===== config.mk =====
export PLATFORM = sky130hd
export DESIGN_NAME = tut4_verilog_regincr_reg_incr_pipe
export DESIGN_NICKNAME = d
export VERILOG_FILES = /design/src/rtl/tut4_verilog_regincr_reg_incr_pipe.sv
export SDC_FILE = /design/constraint.sdc
export NUM_CORES = 1
export LEC_CHECK = 0
export ABC_AREA = 0
export CAP_MARGIN = 20
export CORE_MARGIN = 10
export CORE_UTILIZATION = 45
export DETAILED_ROUTE_END_ITERATION = 12
export PLACE_DENSITY_LB_ADDON = 0.3
export REMOVE_ABC_BUFFERS = 1
export SETUP_SLACK_MARGIN = 0.2
export SLEW_MARGIN = 25
export SYNTH_ARGS = -nofsm -noshare
export SYNTH_HDL_FRONTEND = slang
export SYNTH_SLANG_ARGS = --single-unit

===== constraint.sdc =====
create_clock -name clk -period 1.6 [get_ports clk]
set_clock_uncertainty 0.05 [all_clocks]
set_input_delay 0.24 -clock clk [delete_from_list [all_inputs] [get_ports clk]]
set_output_delay 0.24 -clock clk [all_outputs]
set_load 0.01 [all_outputs]

===== src/rtl/tut4_verilog_regincr_reg_incr_pipe.sv =====
// Elastic NSTAGES-deep registered incrementer: every stage adds INC, with val/rdy handshake and bubble collapsing.
// Define TUT4_VERILOG_REGINCR_SATURATE_EN to make each stage saturate at all-ones instead of wrapping.
module tut4_verilog_regincr_reg_incr_pipe #(
  parameter int unsigned W       = 8,
  parameter int unsigned NSTAGES = 2,
  parameter int unsigned INC     = 1
) (
  input  logic                           clk,
  input  logic                           reset_n,
  input  logic                           in_val,
  output logic                           in_rdy,
  input  logic [W-1:0]                   in_msg,
  output logic                           out_val,
  input  logic                           out_rdy,
  output logic [W-1:0]                   out_msg,
  output logic [$clog2(NSTAGES+1)-1:0]   count
);

  localparam int         N     = int'(NSTAGES);
  localparam int         CW    = $clog2(NSTAGES + 1);
  localparam logic [W:0] INC_X = (W+1)'(INC);

  // The carry out of the widened sum flags overflow past all-ones.
  function automatic logic [W-1:0] incr(input logic [W-1:0] x);
    logic [W:0] sum;
    sum = {1'b0, x} + INC_X;
`ifdef TUT4_VERILOG_REGINCR_SATURATE_EN
    return sum[W] ? '1 : sum[W-1:0];
`else
    return sum[W-1:0];
`endif
  endfunction

  logic [N-1:0]   val;
  logic [W-1:0]   data    [N];
  logic [N-1:0]   val_up;
  logic [W-1:0]   data_up [N];
  logic [N:0]     go;
  logic           in_xfer;
  logic           out_xfer;

  // go[i] is true when downstream can move or any stage from i onward is empty,
  // which is the unrolled form of go[i] = !val[i] || go[i+1].
  always_comb begin
    // NOTE: every always_comb output gets a default first so no path leaves it unassigned (no latch).
    go = '0;
    for (int i = 0; i <= N; i++) begin
      go[i] = out_rdy;
      for (int j = i; j < N; j++) begin
        if (!val[j]) go[i] = 1'b1;
      end
    end
  end

  always_comb begin
    val_up     = '0;
    val_up[0]  = in_val;
    data_up[0] = in_msg;
    for (int i = 1; i < N; i++) begin
      val_up[i]  = val[i-1];
      data_up[i] = data[i-1];
    end
  end

  assign in_rdy   = go[0];
  assign out_val  = val[N-1];
  assign out_msg  = data[N-1];
  assign in_xfer  = in_val && go[0];
  assign out_xfer = out_val && out_rdy;

  // NOTE: state registers use non-blocking assignments so every stage samples the pre-edge value of its upstream.
  always_ff @(posedge clk) begin
    if (!reset_n) begin
      val <= '0;
      // NOTE: the data array is reset too, because out_msg must read 0 straight after reset.
      for (int i = 0; i < N; i++) data[i] <= '0;
    end else begin
      for (int i = 0; i < N; i++) begin
        if (go[i]) begin
          val[i]  <= val_up[i];
          data[i] <= incr(data_up[i]);
        end
      end
    end
  end

  always_ff @(posedge clk) begin
    if (!reset_n) begin
      count <= '0;
    end else begin
      case ({in_xfer, out_xfer})
        2'b10:   count <= count + CW'(1);
        2'b01:   count <= count - CW'(1);
        default: count <= count;
      endcase
    end
  end

endmodule


==> Implementation_results.wiki <==
{| class="wikitable"
! Metric !! Value
|-
| Post-synthesis cell type with the largest combined area || edfxtp_1
|-
| Placed wire-length estimate || 1560 µm
|-
| Via density per instance || 5.18
|-
| Final standard cell area without fillers || 0.00143 mm²
|-
| Count of input and output buffers || 23
|-
| Count of placed standard cells including taps || 151
|-
| Type of the setup path with the least slack || reg -> reg
|-
| Worst hold path class || in -> reg
|-
| Fin crit period || 1380 ps
|-
| Antenna violations before repair || 0
|-
| Number of standard cells in the layout, taps in and fillers out || 160
|-
| Post-CTS clock slew at the launch and capture registers of the worst setup and hold paths || 110 ps
|-
| Leading post-synthesis cells by cell area || edfxtp_1 (47%), dfxtp_1 (7.8%), buf_4 (5.8%)
|-
| Number of flip-flops and latches in the synthesized netlist || 20
|-
| Largest driver fanout on the critical path || 4
|-
| Number of iterations in the first detailed-routing pass || 4
|-
| Final RePlAce weighted congestion || 0.836
|-
| Fill cell instance count of the final layout || 174
|-
| CP endpoint kind || flip-flop
|-
| Post-synth ARST share || 0%
|-
| Timing-limited maximum frequency || 724 MHz
|-
| Relative slew margins || 77.9%
|-
| Floorplan core area || 0.00219 mm²
|-
| Nature of the critical path startpoint || flip-flop
|-
| Post-synth top area share || 46.6%
|-
| Netlist area before placement || 0.00103 mm²
|-
| Buffers from clock root to sink, at most || 2
|-
| Minimum setup slack in the final design || 218 ps
|-
| Hold Crit Depth || 3
|-
| Clock tree from TritonCTS || built
|-
| CTS root buffer || clkbuf_4
|-
| Routed length per instance || 12.6 µm
|-
| Worst Hold Launch || out_rdy
|-
| Worst R2R Path Depth || 6
|-
| Placement Rows || 17
|-
| DRC violation count after routing || 0
|-
| Aggregate global-route resource usage || 8.27%
|-
| Final hold viol count || 0
|-
| Max-cap viol count || 0
|-
| Slew at the pin closest to its max-slew limit || 331 ps
|-
| Post-placement setup slack || -271 ps
|-
| List of most frequent post-synthesis cells || edfxtp_1 (16), nand3_1 (9), buf_4 (8), nor2_1 (8)
|-
| Outcome || finished clean
|-
| Dominant register cell in the synthesized netlist || edfxtp_1
|-
| Pin count of the biggest net entering global routing || 13
|-
| Via count of the first global-routing pass || 752
|-
| Count of different cell masters after synthesis || 23
|-
| Die span in y || 67.9 µm
|-
| Area growth from synthesis to final layout || 39.1%
|-
| Gate count of the mapped netlist || 96
|-
| Instance area at placement || 0.00133 mm²
|-
| Detailed router's first-iteration violation count || 26
|-
| Pins Over Slew Limit || 0
|-
| Cts hold-fix bufs || 0
|-
| Number of flops mapped to enable cells by yosys || 16
|-
| Diodes inserted || 0
|-
| DIE WIDTH || 67.9 µm
|-
| Global-route wire length before repair || 2980 µm
|-
| Largest vdd supply drop || 0.513 mV
|-
| RSZ-0062 raised after global routing || yes
|-
| Sum Neg Setup Slack || 0 ps
|-
| Endpoint of the worst hold-timing path || val[1]
|-
| Post-route clock period utilization || 86.4%
|-
| Destination of the worst register-to-register timing path || count[1]
|-
| Aggregate routed wire length || 2020 µm
|-
| Total design power || 1230 µW
|-
| Initial standard-cell utilization of the core || 47.1%
|-
| Most common cell in the synthesized netlist || edfxtp_1
|-
| Worst path arrival time || 1570 ps
|-
| Number of buffers inserted during clock tree synthesis || 3
|-
| Power density cells || 857 mW/mm²
|-
| Count of endpoints failing setup in the final report || 0
|-
| Share of final-layout standard cells stronger than drive strength 1 || 24.2%
|-
| Internal reg-to-reg setup slack || 220 ps
|-
| Clock latency on the worst-skew pair || 300 ps
|-
| Post-layout net count || 148
|-
| Number of routed nets with antenna violations || 0
|-
| P_leak || 0.000601 µW
|-
| Residual overflow from global routing || 0
|-
| Warning count from the yosys run || 0
|-
| H-Tree Level Count || 1
|-
| Mean instance size in the synthesized netlist || 10.7 µm²
|-
| Count of boundary I/O pins || 24
|-
| Required arrival time at the worst endpoint || 1790 ps
|-
| Sequential cell area fraction in the yosys report || 54.4%
|-
| Sinks on the clock net || 20
|-
| Vias || 828
|-
| Die area || 0.00461 mm²
|-
| Startpoint of the worst register-to-register path || val[1]
|}
per-stage QoR:
step	utilization (%)	hold slack (ps)
after floorplan	-	308
after global placement	60.7	427
after detailed placement	60.7	442
after CTS	63.0	374
after global routing	65.4	390
final	65.4	388
state kept, by name, indices dropped and copies added (netlist names):
register and count:
data 16, val 2, count 2
what timing repair did:
item,4_1_cts,5_1_grt
pin swaps,4,5
endpoints found under the setup margin,23,13
setup buffers,2,3
gates resized for setup,15,10
logic make-up (layout without fill, tap and decap cells):
logic type	after synthesis	after routing	synth area share, %
and+or+nand+nor	37	37	18.9
DFF	20	20	54.4
AOI/OAI and AO/OA	16	16	8.86
buffers and inverters	12	48	7.40
xor gates and xnor gates	8	8	6.80
adders and majority gates	3	3	3.64
placed cells by master (no fill, tap or decap), drive strengths merged:
cell type / Yosys / final
or3: 7 / 7
nand2: 5 / 5
ha: 3 / 3
a21oi: 6 / 6
a21boi: 2 / 2
dlygate4sd2: 0 / 12
inv: 3 / 3
xor2: 4 / 4
nor2b: 1 / 1
clkbuf: 0 / 4
o21ai: 7 / 7
and3: 2 / 2
nand3: 9 / 9
nand4: 2 / 2
o21a: 1 / 1
xnor2: 4 / 4
dfxtp: 4 / 4
buf: 9 / 18
nor2: 8 / 8
edfxtp: 16 / 16
bufinv: 0 / 1
nand3b: 1 / 1
clkdlybuf4s50: 0 / 10
and2: 2 / 2
area by class of cell:
type / instances / area (µm²) / share of cell area [%]
Sequential cell: 20 / 563 / 39.3
Multi-Input combinational cell: 64 / 419 / 29.2
Tap cell: 28 / 35.0 / 2.44
Timing Repair Buffer: 41 / 353 / 24.6
Clock inverter: 1 / 30.0 / 2.09
Inverter: 3 / 11.3 / 0.785
Clock buffer: 3 / 22.5 / 1.57
worst max path at each step:
stage                     startpoint        to  slack, ps  cells past startpoint
final                         val[1]  count[1]        220                      6
after floorplan               val[1]  count[1]         20                      5
after detailed placement     out_rdy  count[1]       -270                      6
after global routing          val[1]  count[1]        130                      6
after CTS                     val[0]    in_rdy         90                      3
after global placement       out_rdy  count[1]       -210                      6
critical path: stages (launching register included):
cell and delay, ps:
dfxtp_2 350, nand3b_1 120, nand2_2 70, ha_4 150, xnor2_1 110, or3_1 310, a21boi_1 150
power by group:
group | internal, µW | switching [µW] | leakage [µW] | total, µW
combinational | 113 | 85.3 | 0.000353 | 199
sequential | 603 | 24.6 | 0.000220 | 628
clock | 253 | 149 | 0.0000279 | 402
total | 970 | 259 | 0.000601 | 1230
metal layers:
metal	routed length (µm)	track usage [%]	share of wire [%]	vias up
met3	146	1.79	7.2	6
met1	772	7.54	38	376
met2	1050	16.1	52	35
met4	45	5.28	2.2	0
li1	-	-	-	411
met5	0	0	0	-
Power figures use the tool's default switching activity.
